--- src/rtl/tiny_cpu_sequencer.sv ---
// Program sequencer feeding the TinyCPU In bus from a small internal program memory.
// Optional macro TINYSEQ_LOOP_EN adds loop_cnt and repeats the program without bubble cycles.
module tiny_cpu_sequencer #(
  parameter int          DEPTH        = 16,
  parameter int          AW           = 4,
  parameter logic [11:0] IDLE_WORD    = 12'h000,
  parameter int          DRAIN_CYCLES = 2
) (
  input  logic          Clk,
  input  logic          CLR,
  input  logic          prog_we,
  input  logic [AW-1:0] prog_addr,
  input  logic [12:0]   prog_data,
  input  logic          start,
`ifdef TINYSEQ_LOOP_EN
  input  logic [7:0]    loop_cnt,
`endif
  input  logic [AW-1:0] start_addr,
  output logic [11:0]   cpu_in,
  input  logic [7:0]    cpu_result,
  output logic          busy,
  output logic          done,
  output logic [7:0]    result,
  output logic [AW-1:0] pc,
  output logic          err
);

  localparam int CW = $clog2(DRAIN_CYCLES + 1);

  typedef enum logic [1:0] {S_IDLE, S_RUN, S_DRAIN} state_t;

  state_t        state_reg;
  logic [CW-1:0] drain_cnt_reg;
  logic [12:0]   mem [DEPTH];
  logic [12:0]   fetch_word;
  logic          last_flag;

`ifdef TINYSEQ_LOOP_EN
  logic [AW-1:0] loop_addr_reg;
  logic [7:0]    loops_left_reg;
`endif

  assign fetch_word = mem[pc];
  assign last_flag  = fetch_word[12];

  // Program memory only accepts writes while idle; contents survive CLR.
  always_ff @(posedge Clk) begin
    if (prog_we && state_reg == S_IDLE) begin
      mem[prog_addr] <= prog_data;
    end
  end

  always_ff @(posedge Clk) begin
    if (CLR) begin
      state_reg      <= S_IDLE;
      cpu_in         <= IDLE_WORD;
      busy           <= 1'b0;
      done           <= 1'b0;
      result         <= 8'h00;
      pc             <= '0;
      err            <= 1'b0;
      drain_cnt_reg  <= '0;
`ifdef TINYSEQ_LOOP_EN
      loop_addr_reg  <= '0;
      loops_left_reg <= 8'h00;
`endif
    end else begin
      done <= 1'b0;
      case (state_reg)
        S_IDLE: begin
          cpu_in <= IDLE_WORD;
          if (start) begin
            pc        <= start_addr;
            err       <= 1'b0;
            busy      <= 1'b1;
            state_reg <= S_RUN;
`ifdef TINYSEQ_LOOP_EN
            loop_addr_reg  <= start_addr;
            loops_left_reg <= loop_cnt;
`endif
          end
        end

        S_RUN: begin
          cpu_in <= fetch_word[11:0];
`ifdef TINYSEQ_LOOP_EN
          if (last_flag && loops_left_reg != 8'h00) begin
            pc             <= loop_addr_reg;
            loops_left_reg <= loops_left_reg - 8'd1;
          end else
`endif
          if (last_flag) begin
            drain_cnt_reg <= CW'(DRAIN_CYCLES);
            state_reg     <= S_DRAIN;
          end else if (pc == AW'(DEPTH - 1)) begin
            // Ran off the end of memory: stop here instead of wrapping.
            err           <= 1'b1;
            drain_cnt_reg <= CW'(DRAIN_CYCLES);
            state_reg     <= S_DRAIN;
          end else begin
            pc <= pc + AW'(1);
          end
        end

        S_DRAIN: begin
          cpu_in <= IDLE_WORD;
          // Counter reaches zero after DRAIN_CYCLES idle words; capture one edge later.
          if (drain_cnt_reg == '0) begin
            result    <= cpu_result;
            done      <= 1'b1;
            busy      <= 1'b0;
            state_reg <= S_IDLE;
          end else begin
            drain_cnt_reg <= drain_cnt_reg - CW'(1);
          end
        end

        default: begin
          state_reg <= S_IDLE;
          busy      <= 1'b0;
          cpu_in    <= IDLE_WORD;
        end
      endcase
    end
  end

endmodule
--- config.mk ---
export PLATFORM = sky130hd
export DESIGN_NAME = tiny_cpu_sequencer
export DESIGN_NICKNAME = d
export VERILOG_FILES = /design/src/rtl/tiny_cpu_sequencer.sv
export SDC_FILE = /design/constraint.sdc
export NUM_CORES = 1
export LEC_CHECK = 0
export CORE_MARGIN = 8
export CORE_UTILIZATION = 60
export CTS_CLUSTER_DIAMETER = 50
export DETAILED_ROUTE_END_ITERATION = 8
export PLACE_DENSITY = 0.81
export SLEW_MARGIN = 25
export SYNTH_ARGS = -nofsm -noshare
export SYNTH_HDL_FRONTEND = slang
export SYNTH_SLANG_ARGS = --single-unit
--- constraint.sdc ---
create_clock -name Clk -period 4.9 [get_ports Clk]
set_clock_uncertainty 0.2 [all_clocks]
set_input_delay 0.49 -clock Clk [delete_from_list [all_inputs] [get_ports Clk]]
set_output_delay 0.49 -clock Clk [all_outputs]
set_load 0.1 [all_outputs]
==> flow_metrics.tcl, run 1 <==
set metrics [dict create \
    status "complete, no violations" \
    min_to "err" \
    cts_hold_buf 0 \
    finalNetCount 561 \
    p_total_mw 4.676 \
    viasPerCell 6.343 \
    cts_buffers 24 \
    routed_wl_um 19370 \
    cts_max_level 1 \
    rsz0062_at_grt "no" \
    reg2reg_slack_ns 1.85 \
    yosys_most_used_dff "edfxtp_1" \
    clock-sinks 243 \
    grt_pass1_wl_um 29720 \
    max_slew.worst_pin.slew_ns 1.025 \
    antenna_left 0 \
    synth-warning-count 0 \
    min_path_cells 2 \
    postCtsSetupBuffers 0 \
    clock_latency_ns 0.52 \
    die_x_um 140.0 \
    top_register "mem" \
    hold_viol 0 \
    synth_enable_flop_cells 208 \
    worstPathRequired_ns 5.07 \
    final_cell_mix "208 x edfxtp_1, 62 x mux4_2, 59 x clkdlybuf4s50_1, 33 x dfxtp_1, 27 x nor2_1" \
    syn_nets 485 \
    cts_tree "done" \
    largest_reg_flops 208 \
    wl_per_cell_um 26.46 \
    slowest_delay_ns 0.84 \
    layout-drive-gt1-share_pct 23.90 \
    rows 45 \
    seq_area_frac_synth_pct 75.25 \
    ys_async_sr_fraction_pct 0 \
    start_util_pct 60.95 \
    grt_usage_pct 20.11 \
    p_per_area_nw_per_um2 430.2 \
    syn_area_um2 9231 \
    root_buffer "clkbuf_16" \
    fmax_mhz 327.7 \
    hold_start "err" \
    reg_top3 "mem x208, cpu_in x12, result x8" \
    coreArea_um2 15150 \
    fin_hold_ws_ns 0.2585 \
    worstPathMaxFanout 38 \
    period_share_pct 62.27 \
    yosysUniqueCellTypes 34 \
    critical_path_class "reg2reg" \
    dr.first_iter.drc_count 546 \
    chipHeight_um 140.0 \
    grt_start_max_net_pins 39 \
    antenna_found_initial 0 \
    grt_overflow_total 0 \
    setup_tns_ns 0 \
    dr.pass1.iters 5 \
    layout_commonest_cell "edfxtp_1" \
    via_count 4643 \
    clkTransAtPathRegs_ns 0.06 \
    arrival_ns 3.22 \
    finalCriticalPeriod_ns 3.051 \
    critPathCaptureType "flop" \
    slew_headroom_pct 31.48 \
    port_buffers 59 \
    antenna_cells 0 \
    hold_class "reg2reg" \
    p_leak_nw 3.482 \
    setup_violations 0 \
    synth_seq_cells 243 \
    crit_slowest_cell "dfxtp_4" \
    peakVddDrop_mv 0.4499 \
    drc 0 \
    cts_buffer_depth 3 \
    dieArea_um2 19610 \
    dp_hpwl_um 10880 \
    post_cts_resized 0 \
    nFillCells 858 \
    r2r_cells 5 \
    start_kind "flop" \
    gp_congestion 0.7963 \
    syn_inst 450 \
    maxCapViolations 0 \
    slew_violations 0 \
    area_delta_synth_final_pct 17.76 \
    grt_pass1_vias 4884 \
    ios 60 \
    crit_chain "mux2_2 -> a221oi_2 -> a2bb2oi_2 -> o21a_1 -> o32ai_1" \
    syn-mean-instance-area_um2 20.51 \
    regToRegEndpoint "pc[2]" \
]
==> cell families after synthesis <==
family | after synthesis | share of synthesized area [%]
DFF | 243 | 75.25
and+or+nand+nor | 84 | 4.527
muxes | 76 | 16.78
buffers and inverters | 23 | 1.410
AOI/OAI and AO/OA | 22 | 1.762
adders and majority gates | 2 | 0.2710
==> stage by stage <==
step                      worst slack [ns]  area [um^2]  util [%]  std cells
after floorplan                      2.423         9231         -        450
after global placement               1.967        10060     66.42        688
after detailed placement             1.863        10060     66.45        688
after CTS                            1.853        10850     71.65        732
after global routing                 1.773        10870     71.77        732
final                                1.849        10870     71.77        732
==> cell type report <==
type	instances	area, um^2	share of cell area (%)
Timing Repair Buffer	70	673.1	6.192
Clock inverter	11	111.4	1.024
Clock buffer	33	675.6	6.215
Multi-Input combinational cell	184	2212	20.35
Inverter	3	11.26	0.1036
Sequential cell	243	6952	63.95
Tap cell	188	235.2	2.164
==> per-layer routing <==
metal / share of wire (%) / track usage (%)
met2: 49 / 31.92
met3: 7.9 / 4.757
met5: 0 / 0
met1: 41 / 27.27
met4: 2.1 / 6.400
==> where the power goes <==
part | total (mW) | internal, mW | leakage (nW) | switching, mW
clock network | 1.82 | 1.07 | 0.392 | 0.741
logic | 0.512 | 0.232 | 0.927 | 0.280
registers | 2.35 | 2.29 | 2.16 | 0.0612
==> cells in the mapped netlist (all sizes together) (2+ instances only) <==
library cell	number	area (um^2)
edfxtp	208	6246
mux4	62	1396
dfxtp	35	700.7
nor2	33	123.9
nor2b	17	113.9
buf	12	88.83
nand2	11	41.29
mux2i	10	100.1
clkbuf	8	30.03
a21oi	7	35.03
nor3	6	30.03
nand2b	5	31.28
mux2	4	52.55
o32ai	4	35.03
inv	3	11.26
nand3	3	15.01
nor3b	3	22.52
ha	2	25.02
nand3b	2	15.01
o21a	2	15.01
o21ai	2	10.01
o22ai	2	12.51
or3	2	12.51
==> how the worst max path moves through the flow <==
| stage | end | slack (ns) | cells after the start |
|---|---|---|---|
| after floorplan | mem[0][0] | 2.42 | 4 |
| after global placement | mem[1][5] | 1.97 | 4 |
| after detailed placement | mem[0][2] | 1.86 | 4 |
| after CTS | pc[2] | 1.85 | 5 |
| after global routing | pc[2] | 1.77 | 5 |
| final | pc[2] | 1.85 | 5 |
==> critical path, delay by kind of cell, from the launching register on <==
| family | cells | cell delay, ns |
|---|---|---|
| AO/OA/AOI/OAI | 4 | 1.40 |
| flip-flops | 1 | 0.84 |
| multiplexers | 1 | 0.43 |
Note: power is estimated with default switching activity, not from simulation.
==> run 2, diff against run 1 <==
--- a/config.mk
+++ b/config.mk
@@ -6,10 +6,10 @@
 export NUM_CORES = 1
 export LEC_CHECK = 0
 export CORE_MARGIN = 8
-export CORE_UTILIZATION = 60
+export CORE_UTILIZATION = 53
 export CTS_CLUSTER_DIAMETER = 50
 export DETAILED_ROUTE_END_ITERATION = 8
-export PLACE_DENSITY = 0.81
+export PLACE_DENSITY = 0.75
 export SLEW_MARGIN = 25
 export SYNTH_ARGS = -nofsm -noshare
 export SYNTH_HDL_FRONTEND = slang
==> constraint.sdc (replaced) <==
create_clock -name Clk -period 2.6 [get_ports Clk]
set_clock_uncertainty 0.2 [all_clocks]
set_input_delay 0.26 -clock Clk [delete_from_list [all_inputs] [get_ports Clk]]
set_output_delay 0.26 -clock Clk [all_outputs]
set_load 0.1 [all_outputs]
==> flow_metrics.tcl, run 2 (synthesis results as in run 1) <==
set metrics [dict create \
    cts_buffer_depth 3 \
    hold_class "in2reg" \
    grt_pass1_vias 4926 \
    drc 0 \
    layout_commonest_cell "edfxtp_1" \
    cts_hold_buf 0 \
    status "complete, no violations" \
    die_x_um 148.0 \
    p_per_area_nw_per_um2 826.8 \
    ios 60 \
    root_buffer "clkbuf_16" \
    antenna_cells 0 \
    final_util_pct 64.73 \
    critPathCaptureType "flop" \
    layout-drive-gt1-share_pct 31.50 \
    cts_tree "done" \
    largest_reg_flops 208 \
    wl_per_cell_um 23.69 \
    hold_viol 0 \
    viasPerCell 5.918 \
    worstPathRequired_ns 2.79 \
    antenna_found_initial 0 \
    port_buffers 59 \
    final_cell_mix "208 x edfxtp_1, 62 x mux4_2, 53 x buf_4, 33 x nor2_1, 33 x dfxtp_1" \
    finalNetCount 581 \
    finalCriticalPeriod_ns 2.424 \
    setup_violations 0 \
    reg2reg_slack_ns 0.18 \
    antenna_left 0 \
    coreArea_um2 17180 \
    clock_latency_ns 0.51 \
    stdcell_count 790 \
    p_leak_nw 3.694 \
    clock-sinks 243 \
    critical_path_class "reg2reg" \
    maxCapViolations 0 \
    grt_usage_pct 17.36 \
    cts_max_level 1 \
    max_slew.worst_pin.slew_ns 0.5421 \
    min_path_cells 3 \
    rsz0062_at_grt "no" \
    start_kind "flop" \
    hold_start "cpu_result[0]" \
    dp_cells 744 \
    worstPathMaxFanout 13 \
    chipHeight_um 148.0 \
    rows 48 \
    period_share_pct 93.23 \
    setup_tns_ns 0 \
    slew_violations 0 \
    grt_start_max_net_pins 49 \
    top_register "mem" \
    nFillCells 1159 \
    routed_wl_um 18720 \
    dr.pass1.iters 5 \
    fin_hold_ws_ns 0.1619 \
    peakVddDrop_mv 0.4763 \
    cts_buffers 25 \
    dp_hpwl_um 10960 \
    grt_overflow_total 0 \
    via_count 4675 \
    postCtsSetupBuffers 0 \
    arrival_ns 2.61 \
    multi_input_area_um2 2175 \
    register_area_um2 6952 \
    dieArea_um2 21900 \
    start_util_pct 53.74 \
    reg_top3 "mem x208, cpu_in x12, result x8" \
    clkTransAtPathRegs_ns 0.06 \
    dr.first_iter.drc_count 539 \
    grt_pass1_wl_um 28390 \
    slew_headroom_pct 63.75 \
    r2r_cells 5 \
    area_delta_synth_final_pct 20.44 \
    min_to "result[0]" \
    post_cts_resized 0 \
    gp_congestion 0.8785 \
    fmax_mhz 412.6 \
]
[run 2: worst max-delay path: stages, from the launching register on]
cell and delay [ns]:
dfxtp_4 0.51, mux4_2 0.53, nor2b_4 0.14, a2bb2oi_2 0.19
o21a_1 0.33, o32ai_1 0.40
[run 2: layout make-up]
cell class | count | share of cell area, %
timing repair buffer | 89 | 7.180
sequential | 243 | 62.53
inverter | 3 | 0.1013
multi-input combinational | 184 | 19.56
clock inverter | 17 | 2.071
tap | 225 | 2.532
clock buffer | 29 | 6.032
[run 2: power breakdown]
| part | internal (mW) | total (mW) | switching, mW |
|---|---|---|---|
| Sequential | 4.31 | 4.37 | 0.0632 |
| Clock | 2.36 | 3.80 | 1.44 |
| Combinational | 0.462 | 1.02 | 0.555 |
[run 2: per-stage QoR]
stage	setup slack (ns)	power [mW]	instance area [um^2]
4_1_cts	0.1846	9.257	11120
3_5_place_dp	0.2490	5.482	10220
5_1_grt	0.09240	9.481	11120
2_1_floorplan	0.1225	5.192	9231
6_report	0.1761	9.193	11120
3_3_place_gp	0.3009	5.457	10220
[run 2: layer usage]
layer  part of all wire, %  track usage, %  vias to the layer above
met4                   2.5           6.476                        0
met3                   8.6           3.485                       35
met1                    38           22.32                     2375
met5                     0               0                        -
met2                    50           28.77                      246
li1                      -               -                     2019
[run 2: worst max path at each step]
stage / start / to / cells after the start
5_1_grt: flop / flop / 5
6_report: flop / flop / 5
4_1_cts: flop / flop / 5
3_3_place_gp: flop / flop / 5
3_5_place_dp: flop / flop / 5
2_1_floorplan: state_reg[1] / mem[0][0] / 4
==> edit 1 (flow settings as in run 2) <==
The parameter `DEPTH` goes from 16 to 32.
--- a/src/rtl/tiny_cpu_sequencer.sv
+++ b/src/rtl/tiny_cpu_sequencer.sv
@@ -3,3 +3,3 @@
 module tiny_cpu_sequencer #(
-  parameter int          DEPTH        = 16,
+  parameter int          DEPTH        = 32,
   parameter int          AW           = 4,
Check against the original RTL: same outputs for any inputs over 4 cycles, from zero or initial values; that may be too few to reach the edited logic, so the function may still have changed.
==> edit 1 against run 2 <==
Global-route usage is 0.31 points lower; maximum frequency is 0.16% higher; total power is 1.4% lower; final area is 0.16% higher; worst setup slack better by 0.0038 ns; first-iteration DRC count is 46% lower; sequential share of layout area is 0.087 points lower; core utilization is 0.33 points higher; routed wire length is 1.8% lower; synthesized area is 0.30% lower; sequential cell count stayed put.
==> edit 1: results (changes against run 2) <==
synth_seq_area_share_pct: 75.48  # +0.23 points
status: "finished clean"
drcViolationCount: 0  # unchanged
worstPathMaxFanout: 9  # -4
fillers: 1131  # -2.4%
clk_pin_slew_ns: 0.06  # about the same
grt_pass1_wl_microns: 28480  # +0.32%
globalplace.congestion: 0.7764  # -12%
slew_viol_final: 0  # unchanged
cp.arrival_ns: 2.63  # +0.02 ns
p_comb_uw: 981  # -4%
place_hpwl_microns: 11570  # +5.5%
clock_latency_ns: 0.52
grt_pass1_vias: 4840  # -1.7%
peakVddDrop_uv: 590.8  # +24%
critical-path-max-stage-delay_ns: 0.59  # +0.06 ns
ys_types: 39  # +15%
synth-edff-count: 208  # unchanged
wl_met2_microns: 9203  # -2.5%
routed.top_layer: "met4"
antenna_cells: 0  # unchanged
antenna_found_initial: 0  # unchanged
wl_per_cell_microns: 23.23  # -1.9%
nets: 581  # unchanged
hold_class: "in2reg"
p_sw_share_pct: 22.24  # -0.19 points
fin_total_pwr_mw: 9.062  # -1.4%
pre_cts_slack_ns: 0.1127  # -0.1363 ns
synth_nets: 479  # -1.2%
wl_met1_microns: 7342  # +2.0%
clk_path_buf_depth: 3  # unchanged
slew_headroom_pct: 61.11  # -2.6 points
dpl-instance-area_sq_um: 10250  # +0.29%
grt_max_degree: 50  # +2.0%
synth.cells.most_frequent: "edfxtp_1, mux4_2, dfxtp_1"
grtUsageTotal_pct: 17.05  # -0.31 points
clock_power_mw: 3.72  # -2%
vias: 4550  # -2.7%
reg_top3: "mem (208), cpu_in (12), result (8)"
drive_gt1_share_pct: 31.80  # +0.30 points
cellLeakagePower_nw: 3.697  # about the same
dr.first_iter.drc_count: 291  # -46%
portBuffers: 59  # unchanged
cts_buffers: 26  # +4.0%
cts-root-buf: "clkbuf_16"
synthTopCellsByArea: "edfxtp_1, mux4_2, dfxtp_1, nor2_1, nor2b_1"
drt_pass1_iterations: 4  # -1
crit_family: "multiplexers"
route.met3.wl_microns: 1461  # -9.0%
edit 1: cell count changes after synthesis, moves of 3 or more:
cell,delta
buf_6,-4
inv_1,+3
nor2b_1,-3
nor2_1,-6
nand2_1,-7
buf_1,+4
buf_2,-3
clkbuf_1,+6
edit 1: per-stage QoR:
stage	std cells	utilization, %
after CTS	791	65.05
after global routing	791	65.06
after detailed placement	743	59.87
after global placement	743	59.87
after floorplan	444	-
final	791	65.06
edit 1: area by class of cell:
cell class | instances | share of cell area (%)
Sequential cell | 243 | 62.44
Multi-Input combinational cell | 172 | 19.38
Timing Repair Buffer | 97 | 7.483
Clock buffer | 35 | 6.326
Tap cell | 225 | 2.528
Clock inverter | 13 | 1.640
Inverter | 6 | 0.2022
edit 1: what timing repair did:
action	CTS	global route
setup buffers	0	0
gates resized for setup	0	1
hold buffers	0	0
setup endpoints to repair	0	2
edit 1: final timing paths:
| path | start | end | slack [ns] | depth (start not counted) |
|---|---|---|---|---|
| max | flop | flop | 0.18 | 4 |
| min | cpu_result[0] | result[0]$_SDFFE_PP0P_ | 0.17 | 3 |
| max reg2reg | flop | flop | 0.18 | 4 |
| min reg2reg | busy$_SDFFE_PP0P_ | busy$_SDFFE_PP0P_ | 0.29 | 2 |
edit 1: kinds of logic after synthesis:
family / Yosys count / synth area share (%)
mux: 73 / 16.82
flops: 243 / 75.48
simple gates: 73 / 4.228
compound gates: 24 / 1.917
buf+inv: 29 / 1.291
fa+ha+maj: 2 / 0.2718
edit 1: layer usage:
layer  vias up  track usage [%]
met2       162            28.67
met1      2322            21.78
met3        35            4.097
li1       2031                -
met5         -                0
met4         0            4.793
edit 1: worst min-delay path, delay by kind of cell:
| family | cells | cell delay, ns |
|---|---|---|
| buffers and inverters | 1 | 0.40 |
| muxes | 1 | 0.12 |
| and+or+nand+nor | 1 | 0.06 |
==> edit 2 (flow settings as in run 2) <==
Without the edit above. Register the output `cpu_in` once more; this adds one clock of latency there. The other outputs are not delayed to match.
--- a/src/rtl/tiny_cpu_sequencer.sv
+++ b/src/rtl/tiny_cpu_sequencer.sv
@@ -31,2 +31,4 @@
 
+  logic [11:0] cpu_in_s0;
+
   state_t        state_reg;
@@ -55,3 +57,3 @@
       state_reg      <= S_IDLE;
-      cpu_in         <= IDLE_WORD;
+      cpu_in_s0      <= IDLE_WORD;
       busy           <= 1'b0;
@@ -70,3 +72,3 @@
         S_IDLE: begin
-          cpu_in <= IDLE_WORD;
+          cpu_in_s0 <= IDLE_WORD;
           if (start) begin
@@ -84,3 +86,3 @@
         S_RUN: begin
-          cpu_in <= fetch_word[11:0];
+          cpu_in_s0 <= fetch_word[11:0];
 `ifdef TINYSEQ_LOOP_EN
@@ -105,3 +107,3 @@
         S_DRAIN: begin
-          cpu_in <= IDLE_WORD;
+          cpu_in_s0 <= IDLE_WORD;
           // Counter reaches zero after DRAIN_CYCLES idle words; capture one edge later.
@@ -120,3 +122,3 @@
           busy      <= 1'b0;
-          cpu_in    <= IDLE_WORD;
+          cpu_in_s0 <= IDLE_WORD;
         end
@@ -126,2 +128,6 @@
 
+  always_ff @(posedge Clk) begin
+    cpu_in <= cpu_in_s0;
+  end
+
 endmodule
Formal check against the unedited RTL: not equivalent (Yosys sat finds a counterexample within 4 cycles, from zero or initial values).
==> edit 2 against run 2 <==
Worst setup slack gained 0.14 ns; largest power group unchanged; synthesized cell count increased by 10%; critical path depth is 1 lower; synthesized area up 3.9%; total power is 2.3% higher; hold slack got worse by 0.035 ns; sequential cell count up 12; clock power decreased by 5.3%; routed wire length up 8.8%; sequential share of layout area grew 0.25 points; final area grew 3.0%; core utilization shrank 0.52 points.
==> edit 2: results (changes against run 2) <==
status: "finished clean"
taps: 229  # +1.8%
min_to: "cpu_in[4]$_DFF_P_"
final_cell_count_no_fill: 846  # +7.1%
wl_met1_microns: 7657  # +6.4%
synth_nets: 530  # +9.3%
pre_cts_slack_ns: 0.3059  # +0.05695 ns
synthTopCellsByArea: "edfxtp_1, mux4_2, dfxtp_1, mux2i_1, nor2_1"
sh_seq_area_pct: 62.78  # +0.25 points
internal-power_mw: 7.214  # +1.2%
fillers: 1206  # +4.1%
grtUsageTotal_pct: 18.40  # +1.0 points
crit_family: "multiplexers"
wl_met2_microns: 10470  # +11%
wl_microns: 20370  # +8.8%
synth_seq_area_share_pct: 74.94  # -0.31 points
syn_area_per_cell_sq_um: 19.37  # -5.6%
dr.first_iter.drc_count: 458  # -15%
met2_usage_pct: 32.11  # +3.3 points
use_met1_pct: 22.29  # -0.036 points
grt_pass1_vias: 5100  # +3.5%
hold_class: "reg2reg"
drive_gt1_share_pct: 28.36  # -3.1 points
multi_input_area_share_pct: 19.88  # +0.32 points
peakVddDrop_uv: 524.1  # +10%
multi_input_area_sq_um: 2277  # +4.7%
buf_share_pct: 7.208  # +0.029 points
worstPathMaxFanout: 19  # +6
signal_buffers: 96  # +7.9%
route.met3.wl_microns: 1645  # +2.4%
dpl-instance-area_sq_um: 10610  # +3.9%
cp.arrival_ns: 2.48  # -0.13 ns
cellLeakagePower_nw: 3.882  # +5.1%
synth.cells.most_frequent: "edfxtp_1, mux4_2, dfxtp_1"
==> edit 2: worst register-to-register path, cell delays in order, from the launching register on <==
cell and delay [ns]:
dfxtp_4 0.58, buf_4 0.27, mux4_2 0.51, mux4_2 0.46, nor2b_1 0.14
==> edit 2: worst max path at each step <==
stage,start,to,slack (ns),depth (start not counted)
finish,flop,cpu_in_s0[5]$_SDFF_PP0_,0.32,4
global route,flop,flop,0.19,6
CTS,flop,cpu_in_s0[5]$_SDFF_PP0_,0.28,4
detailed placement,flop,cpu_in_s0[5]$_SDFF_PP0_,0.31,4
global placement,flop,cpu_in_s0[3]$_SDFF_PP0_,0.32,4
floorplan,pc[0]$_SDFFE_PP0P_,flop,0.07,7
==> edit 2: cell families (layout without fill, tap and decap cells) <==
family | count (synthesis) | after routing | share of synthesized area (%)
buf+inv | 30 | 152 | 1.526
fa+ha+maj | 2 | 2 | 0.2609
mux | 80 | 80 | 16.20
compound gates | 31 | 31 | 2.074
simple gates | 97 | 97 | 4.997
flops | 255 | 255 | 74.94
